==> config.mk <==
export PLATFORM = sky130hd
export DESIGN_NAME = pulse_gen
export DESIGN_NICKNAME = d
export VERILOG_FILES = /design/src/rtl/pulse_gen_pkg.sv /design/src/rtl/pulse_gen_timer.sv /design/src/rtl/pulse_gen.sv
export SDC_FILE = /design/constraint.sdc
export NUM_CORES = 1
export LEC_CHECK = 0
export ABC_AREA = 0
export BUFFER_PORTS_ARGS = -buffer_cell sky130_fd_sc_hd__clkbuf_2
export CAP_MARGIN = 15
export CORE_MARGIN = 3
export CORE_UTILIZATION = 60
export CTS_CLUSTER_SIZE = 28
export DETAILED_ROUTE_END_ITERATION = 12
export PLACE_DENSITY = 0.89
export SYNTH_ARGS = -nofsm -noshare
export SYNTH_HDL_FRONTEND = slang
export SYNTH_HIERARCHICAL = 1
export SYNTH_SLANG_ARGS = --single-unit
==> constraint.sdc <==
create_clock -name clk -period 4.33 [get_ports clk]
set_input_delay 0.433 -clock clk [delete_from_list [all_inputs] [get_ports clk]]
set_output_delay 0.433 -clock clk [all_outputs]
set_load 0.05 [all_outputs]
==> src/rtl/pulse_gen_pkg.sv <==
// pulse_gen_pkg: shared definitions for the pulse_gen register-mapped
// pulse-train generator: register offsets inside the decoded window,
// CTRL bit positions and the FSM state type.
package pulse_gen_pkg;

    localparam logic [2:0] CTRL_OFS     = 3'd0;
    localparam logic [2:0] STATUS_OFS   = 3'd1;
    localparam logic [2:0] PERIOD_L_OFS = 3'd2;
    localparam logic [2:0] PERIOD_H_OFS = 3'd3;
    localparam logic [2:0] WIDTH_L_OFS  = 3'd4;
    localparam logic [2:0] WIDTH_H_OFS  = 3'd5;
    localparam logic [2:0] COUNT_OFS    = 3'd6;
    localparam logic [2:0] EMITTED_OFS  = 3'd7;

    localparam int CTRL_START_BIT    = 0;
    localparam int CTRL_STOP_BIT     = 1;
    localparam int CTRL_CONT_BIT     = 2;
    localparam int CTRL_SOFT_RST_BIT = 3;

    typedef enum logic [1:0] {
        IDLE = 2'd0,
        HIGH = 2'd1,
        LOW  = 2'd2
    } state_t;

endpackage

==> src/rtl/pulse_gen_timer.sv <==
// pulse_gen_timer: 16-bit loadable down-counter shared by the HIGH and LOW
// phases of pulse_gen. Holds at zero once it gets there.
//   clk      : system clock
//   res      : synchronous active-high reset (counter -> 0)
//   load     : load load_val on this edge (has priority over en)
//   load_val : value to load
//   en       : decrement by one when non-zero
//   zero     : counter is zero (phase ends on this cycle)
module pulse_gen_timer (
    input  logic        clk,
    input  logic        res,
    input  logic        load,
    input  logic [15:0] load_val,
    input  logic        en,
    output logic        zero
);

    logic [15:0] cnt;

    always_ff @(posedge clk) begin
        if (res) begin
            cnt <= '0;
        end else if (load) begin
            cnt <= load_val;
        end else if (en && (cnt != 16'd0)) begin
            cnt <= cnt - 16'd1;
        end
    end

    assign zero = (cnt == 16'd0);

endmodule

==> src/rtl/pulse_gen.sv <==
// pulse_gen: register-mapped pulse-train generator. Firmware programs
// PERIOD/WIDTH/COUNT over the register bus and writes START; the block then
// emits a finite burst or a continuous train on gen_out.
//   clk      : system clock
//   res      : synchronous active-high reset
//   addr     : register address (window BASE_ADDR .. BASE_ADDR+7)
//   data_in  : write data
//   we       : write strobe
//   data_out : registered read data (0 outside the window)
//   gen_out  : pulse train
//   trig_out : one-cycle marker on the first high cycle of each pulse
//   busy     : FSM not in IDLE
//
// state | meaning
// IDLE  | no train, gen_out low, waiting for a valid START
// HIGH  | gen_out high, timer counts the WIDTH cycles
// LOW   | gen_out low, timer counts the PERIOD-WIDTH cycles
module pulse_gen
    import pulse_gen_pkg::*;
#(
    parameter int                    DATA_WIDTH = 8,
    parameter logic [DATA_WIDTH-1:0] BASE_ADDR  = 'h30
) (
    input  logic                  clk,
    input  logic                  res,
    input  logic [DATA_WIDTH-1:0] addr,
    input  logic [DATA_WIDTH-1:0] data_in,
    input  logic                  we,
    output logic [DATA_WIDTH-1:0] data_out,
    output logic                  gen_out,
    output logic                  trig_out,
    output logic                  busy
);

    // Address decode. The subtraction wraps, so anything below BASE_ADDR
    // lands far above 7 and is rejected by the same compare.
    logic [DATA_WIDTH-1:0] ofs;
    logic                  in_range;
    logic [2:0]            reg_sel;
    logic [7:0]            wdata;

    assign ofs      = addr - BASE_ADDR;
    assign in_range = (ofs < DATA_WIDTH'(8));
    assign reg_sel  = ofs[2:0];
    assign wdata    = data_in[7:0];

    logic ctrl_wr, start_req, stop_req, soft_rst, rst_all;

    assign ctrl_wr   = we && in_range && (reg_sel == CTRL_OFS);
    assign start_req = ctrl_wr && wdata[CTRL_START_BIT];
    assign stop_req  = ctrl_wr && wdata[CTRL_STOP_BIT];
    assign soft_rst  = ctrl_wr && wdata[CTRL_SOFT_RST_BIT];
    assign rst_all   = res || soft_rst;

    // Programmed registers
    logic        cont;
    logic [15:0] period;
    logic [15:0] width;
    logic [7:0]  count;

    // Shadow copies used by a running train
    logic        sh_cont;
    logic [15:0] sh_period;
    logic [15:0] sh_width;
    logic [7:0]  sh_count;

    logic        done;
    logic        cfg_err;
    logic [7:0]  emitted;
    logic [7:0]  emitted_inc;
    logic        trig_q;

    assign emitted_inc = emitted + 8'd1;

    // CONT is taken from the write carrying START, so firmware can select
    // the mode and start in one access.
    logic cfg_ok;
    assign cfg_ok = (period >= 16'd2) && (width != 16'd0) && (width < period)
                    && ((count != 8'd0) || wdata[CTRL_CONT_BIT]);

    state_t state, state_next;

    logic        tmr_load;
    logic [15:0] tmr_val;
    logic        tmr_en;
    logic        tmr_zero;
    logic        start_accept;
    logic        start_reject;
    logic        end_of_pulse;
    logic        burst_done;

    pulse_gen_timer u_timer (
        .clk      (clk),
        .res      (rst_all),
        .load     (tmr_load),
        .load_val (tmr_val),
        .en       (tmr_en),
        .zero     (tmr_zero)
    );

    always_ff @(posedge clk) begin
        if (rst_all) begin
            state <= IDLE;
        end else begin
            state <= state_next;
        end
    end

    // Timer is loaded with (cycles - 1) so the phase ends on the cycle where
    // it reads zero; this gives exact WIDTH / PERIOD-WIDTH phase lengths.
    always_comb begin
        state_next   = state;
        tmr_load     = 1'b0;
        tmr_val      = '0;
        tmr_en       = 1'b0;
        start_accept = 1'b0;
        start_reject = 1'b0;
        end_of_pulse = 1'b0;
        burst_done   = 1'b0;
        case (state)
            IDLE: begin
                if (start_req && !stop_req) begin
                    if (cfg_ok) begin
                        start_accept = 1'b1;
                        state_next   = HIGH;
                        tmr_load     = 1'b1;
                        tmr_val      = width - 16'd1;
                    end else begin
                        start_reject = 1'b1;
                    end
                end
            end
            HIGH: begin
                if (stop_req) begin
                    state_next = IDLE;
                end else if (tmr_zero) begin
                    state_next = LOW;
                    tmr_load   = 1'b1;
                    tmr_val    = sh_period - sh_width - 16'd1;
                end else begin
                    tmr_en = 1'b1;
                end
            end
            LOW: begin
                if (stop_req) begin
                    state_next = IDLE;
                end else if (tmr_zero) begin
                    end_of_pulse = 1'b1;
                    if (!sh_cont && (emitted_inc == sh_count)) begin
                        burst_done = 1'b1;
                        state_next = IDLE;
                    end else begin
                        state_next = HIGH;
                        tmr_load   = 1'b1;
                        tmr_val    = sh_width - 16'd1;
                    end
                end else begin
                    tmr_en = 1'b1;
                end
            end
            default: begin
                state_next = IDLE;
            end
        endcase
    end

    logic [7:0] rd_val;

    always_comb begin
        rd_val = 8'h00;
        if (in_range) begin
            case (reg_sel)
                CTRL_OFS:     rd_val = {5'b0, cont, 2'b00};
                STATUS_OFS:   rd_val = {5'b0, cfg_err, done, (state != IDLE)};
                PERIOD_L_OFS: rd_val = period[7:0];
                PERIOD_H_OFS: rd_val = period[15:8];
                WIDTH_L_OFS:  rd_val = width[7:0];
                WIDTH_H_OFS:  rd_val = width[15:8];
                COUNT_OFS:    rd_val = count;
                EMITTED_OFS:  rd_val = emitted;
                default:      rd_val = 8'h00;
            endcase
        end
    end

    always_ff @(posedge clk) begin
        if (rst_all) begin
            cont      <= 1'b0;
            period    <= '0;
            width     <= '0;
            count     <= '0;
            sh_cont   <= 1'b0;
            sh_period <= '0;
            sh_width  <= '0;
            sh_count  <= '0;
            done      <= 1'b0;
            cfg_err   <= 1'b0;
            emitted   <= '0;
            trig_q    <= 1'b0;
            data_out  <= '0;
        end else begin
            if (we && in_range) begin
                case (reg_sel)
                    CTRL_OFS:     cont          <= wdata[CTRL_CONT_BIT];
                    PERIOD_L_OFS: period[7:0]   <= wdata;
                    PERIOD_H_OFS: period[15:8]  <= wdata;
                    WIDTH_L_OFS:  width[7:0]    <= wdata;
                    WIDTH_H_OFS:  width[15:8]   <= wdata;
                    COUNT_OFS:    count         <= wdata;
                    default: ;
                endcase
            end
            if (start_accept) begin
                sh_cont   <= wdata[CTRL_CONT_BIT];
                sh_period <= period;
                sh_width  <= width;
                sh_count  <= count;
                done      <= 1'b0;
                cfg_err   <= 1'b0;
                emitted   <= '0;
            end else begin
                if (burst_done) begin
                    done <= 1'b1;
                end
                if (start_reject) begin
                    cfg_err <= 1'b1;
                end
                if (end_of_pulse) begin
                    emitted <= emitted_inc;
                end
            end
            // Marks the first cycle of every HIGH phase.
            trig_q   <= (state_next == HIGH) && (state != HIGH);
            data_out <= DATA_WIDTH'(rd_val);
        end
    end

    assign gen_out  = (state == HIGH);
    assign trig_out = trig_q;
    assign busy     = (state != IDLE);

endmodule
==> run summary <==
The run finished with clean final reports. Once the clock tree was built, the setup fixing pass inserted 0 buffers. The HPWL after detailed placement is 14.8 mm. The required time of the critical path is 4.64 ns. In this run the standard cell core region covers 12200 sq um.

The post-synthesis async set-or-reset flop share was 0%; the detail-routed via count per cell was 6.33. The last element of the critical path was u_timer/cnt[5]. In this run, synthesis produced a sequential element count of 119. The setup path with the least slack is of type register to register. Effective utilization at floorplan: 62.2%. The total number of H-tree levels came out at 4. Of the available clock period, the critical path in the final layout requires 86.6%.

After detailed routing, the average wire length per cell comes to 18.3 microns. The relative max-transition margin was 42.2%; the overall die height was 118 microns. The worst register-to-register path has a setup slack of 0.58 ns. The wire length of the first global-routing pass was 34.3 mm; the total congestion overflow after global routing was 0.

Based on the critical path, the design can be clocked at up to 267 MHz. The congestion estimate from routability-driven global placement came to 1.05. sky130_fd_sc_hd__dfxtp_1 takes more of the synthesized area than any other cell.

The CTS buffer count was 17; the number of instances in the synthesized netlist was 951. The capturing element type of the critical path was a register. After floorplanning, the core was divided into 40 placement rows.

The number of maximum-capacitance violations is 0, and the area enclosed by the die boundary is 14000 sq um. The total number of nets in the final design was 1022. Data on the critical path arrives at its endpoint at 4.06 ns. The clock passes through at most 2 buffers.

The routed design has 21.0 mm of wire. The first-pass iteration count of the detailed router came out at 5. TritonCTS built the clock tree. For the setup TNS, the log shows 0 ns. The tools report the reg-to-reg critical path endpoint as u_timer/cnt[5]. In this run the tool buffered the top-level ports with 29 buffer cells. Setup violations remaining at the end of the flow were counted as 0. Once detail routing completed, the nets flagged for antenna violations numbered 0. Sequential cells were found to cover 31.4% of the synthesized design area. Buffers inserted to repair hold after CTS numbered 0.

Setup repair after global routing left no endpoint under its margin. In the layout the commonest cells are sky130_fd_sc_hd__nand2_1 (128), sky130_fd_sc_hd__dfxtp_1 (119), sky130_fd_sc_hd__nor2_1 (101), sky130_fd_sc_hd__a21oi_1 (85), sky130_fd_sc_hd__inv_1 (50). Sorting the synthesized cells by area gives the leading types as sky130_fd_sc_hd__dfxtp_1 (31%), sky130_fd_sc_hd__mux2i_1 (6.5%), sky130_fd_sc_hd__nand2_1 (6.3%), sky130_fd_sc_hd__ha_1 (6.3%), sky130_fd_sc_hd__a21oi_1 (5.6%).

At the pin with the least slew margin, the transition time is 0.863 ns. Dividing the synthesized area by the synthesized cell count gives 7.98 sq um. VDD sags by at most 0.000307 V. The worst register-to-register path begins at width[6]. Fill cells in the final layout number 914.

In this run the clock root is driven by a sky130_fd_sc_hd__clkbuf_16. The tools report the worst setup skew after layout as 0.00585 ns. Among all flip-flop cells after synthesis, the most frequent one is sky130_fd_sc_hd__dfxtp_1.

The latest clock arrival within the worst-skew pair came out at 0.42 ns. The layout cell share with drive strength beyond 1 works out to 11.2%. The count of unique library cells instantiated by Yosys came out at 72. The number of design-rule violations left by the first detailed-router iteration was 612.

Leaving out fill and tap cells, the most frequent cell in the layout is sky130_fd_sc_hd__nand2_1. The top-area cell type share of the netlist area works out to 31.4%. Summing all flip-flop and latch instances after layout gives 2380 sq um.

The critical path starts at width[6]. For the pin count of the biggest net entering global routing, the log shows 57. The logs give 6874 for the via count of the first global-routing pass and 30 for the I/O pin count. Along the worst path, the maximum fanout reaches 19. Across every metal layer, demand over resource in global routing totals 30.1%.

For the post-detailed-route DRC marker count, the log shows 0. Summing all multi-input logic gate instances after layout gives 4770 sq um. The worst path meets setup with 0.581 ns of slack. For this run, the number of Yosys warnings is 6. The analysis attributes to cell leakage a power of 3.22 nW. The post-synthesis instance area is 7590 sq um.

Gates resized during post-CTS repair numbered 0. The width of the die is 118 microns, and the clock transition at the registers of the reported paths is 0.06 ns. The worst path in the final design needs a cycle of 3.75 ns, including I/O delays and setup.

For this design the ratio of total power to cell area is 327 nW/um^2. Relative to the synthesized area, the layout overhead comes to 11.9%. The logs give 0.590 ns for the worst setup timing slack at the placement stage and 1009 for the synthesized net count. The tree built by TritonCTS fans out to 119 sinks. The repair_antennas step left the layout with diodes totalling 0. The final hold violation count was 0. The routed layout has 7238 vias.

The run gives 1 as the number of antenna violations at the first check in global routing. Yosys mapped a number of flops with a built-in enable equal to 0. STA classifies the critical path startpoint as a register. The path category of the worst min-delay check was primary input to register.

For the worst flop-to-flop path, the logic depth is 11. The number of max-slew violations in the final report is 0.
-- Yosys cell counts, types with 5 or more instances --
cell type and instances:
sky130_fd_sc_hd__nand2_1 128, sky130_fd_sc_hd__nor2b_1 8, sky130_fd_sc_hd__clkbuf_1 30, sky130_fd_sc_hd__nand3b_1 7, sky130_fd_sc_hd__nor4_1 9, sky130_fd_sc_hd__o21ai_0 19
sky130_fd_sc_hd__mux2i_1 49, sky130_fd_sc_hd__nand2b_1 9, sky130_fd_sc_hd__nand4_1 12, sky130_fd_sc_hd__a21o_1 11, sky130_fd_sc_hd__nand3_1 28, sky130_fd_sc_hd__a211oi_1 7
sky130_fd_sc_hd__ha_1 38, sky130_fd_sc_hd__a21oi_1 85, sky130_fd_sc_hd__buf_6 6, sky130_fd_sc_hd__a2111oi_2 6, sky130_fd_sc_hd__a311oi_1 6, sky130_fd_sc_hd__xnor2_1 33
sky130_fd_sc_hd__buf_2 9, sky130_fd_sc_hd__a221oi_1 5, sky130_fd_sc_hd__nor2_1 101, sky130_fd_sc_hd__xor2_1 22, sky130_fd_sc_hd__a31oi_1 8, sky130_fd_sc_hd__nor3_1 24
sky130_fd_sc_hd__o21bai_1 5, sky130_fd_sc_hd__inv_1 51, sky130_fd_sc_hd__nor3b_1 5, sky130_fd_sc_hd__a22oi_1 19, sky130_fd_sc_hd__or4_1 7, sky130_fd_sc_hd__or2_2 5
sky130_fd_sc_hd__dfxtp_1 119
-- metrics by stage --
| step | area (sq um) | util, % | cells | hold slack [ns] | total power [mW] |
|---|---|---|---|---|---|
| detailed placement | 7820 | 64.1 | 1113 | 0.451 | 1.20 |
| floorplan | 7590 | - | 951 | 0.432 | 1.17 |
| global route | 8490 | 69.5 | 1144 | 0.336 | 2.85 |
| CTS | 8490 | 69.5 | 1144 | 0.308 | 2.79 |
| global placement | 7820 | 64.1 | 1113 | 0.441 | 1.20 |
| finish | 8490 | 69.5 | 1144 | 0.313 | 2.78 |
-- metal layers --
layer | GRT usage [%] | wire length [microns] | up-vias | share of wire, %
met5 | 0 | 13 | - | 0.062
met4 | 16.8 | 1090 | 2 | 5.2
met3 | 6.75 | 1890 | 86 | 9.0
met2 | 48.2 | 9560 | 402 | 46
met1 | 37.5 | 8420 | 3345 | 40
li1 | - | - | 3403 | -
-- worst max-delay path: stages (launching register included) --
cell and delay, ns:
sky130_fd_sc_hd__dfxtp_1 0.52, sky130_fd_sc_hd__ha_1 0.33, sky130_fd_sc_hd__a211oi_1 0.26, sky130_fd_sc_hd__and3_1 0.18, sky130_fd_sc_hd__o21ai_0 0.15, sky130_fd_sc_hd__a2111oi_2 0.45, sky130_fd_sc_hd__and2_4 0.22, sky130_fd_sc_hd__nor2_1 0.07
sky130_fd_sc_hd__a21oi_1 0.28, sky130_fd_sc_hd__clkinv_1 0.47, sky130_fd_sc_hd__and4_1 0.37, sky130_fd_sc_hd__a2111oi_2 0.33
-- worst min-delay path by stage --
| stage | from | end | slack, ns | depth (start not counted) |
|---|---|---|---|---|
| 2_1_floorplan | sh_width[13] | sh_width[13] | 0.43 | 2 |
| 3_3_place_gp | sh_width[13] | sh_width[13] | 0.44 | 2 |
| 3_5_place_dp | sh_cont | sh_cont | 0.45 | 2 |
| 4_1_cts | addr[3] | data_out[2] | 0.31 | 4 |
| 5_1_grt | addr[3] | data_out[2] | 0.34 | 4 |
| 6_report | addr[3] | data_out[2] | 0.31 | 4 |
-- final cells by class --
type / instances / area share [%]
well taps: 168 / 2.48
clock inverters: 11 / 2.61
clock buffers: 20 / 5.26
inverters: 53 / 2.34
multi-input cells: 730 / 56.2
flip-flops and latches: 119 / 28.1
repair buffers: 43 / 3.09
-- where the power goes --
part	total, mW	internal (mW)	switching [mW]
Clock	1.60	1.09	0.511
Sequential	1.10	1.10	0.000961
Combinational	0.0783	0.0220	0.0563
Total	2.78	2.21	0.569
-- flip-flops by register name, summed over array words and instances, names as in the netlist --
register	flops
sh_cont	1
trig_out	1
data_out	8
emitted	8
sh_width	16
state	2
done	1
cfg_err	1
width	16
sh_period	16
sh_count	8
count	8
period	16
u_timer/cnt	16
cont	1
-- cell families after synthesis --
family                   share of synthesized area (%)
AO/OA/AOI/OAI                                     18.1
XOR/XNOR                                          6.35
adder cells (fa/ha/maj)                           6.53
buffers and inverters                             5.79
flip-flops                                        31.4
multiplexers                                      7.06
AND/OR/NAND/NOR                                   24.8
Note: power is estimated with default switching activity, not from simulation.
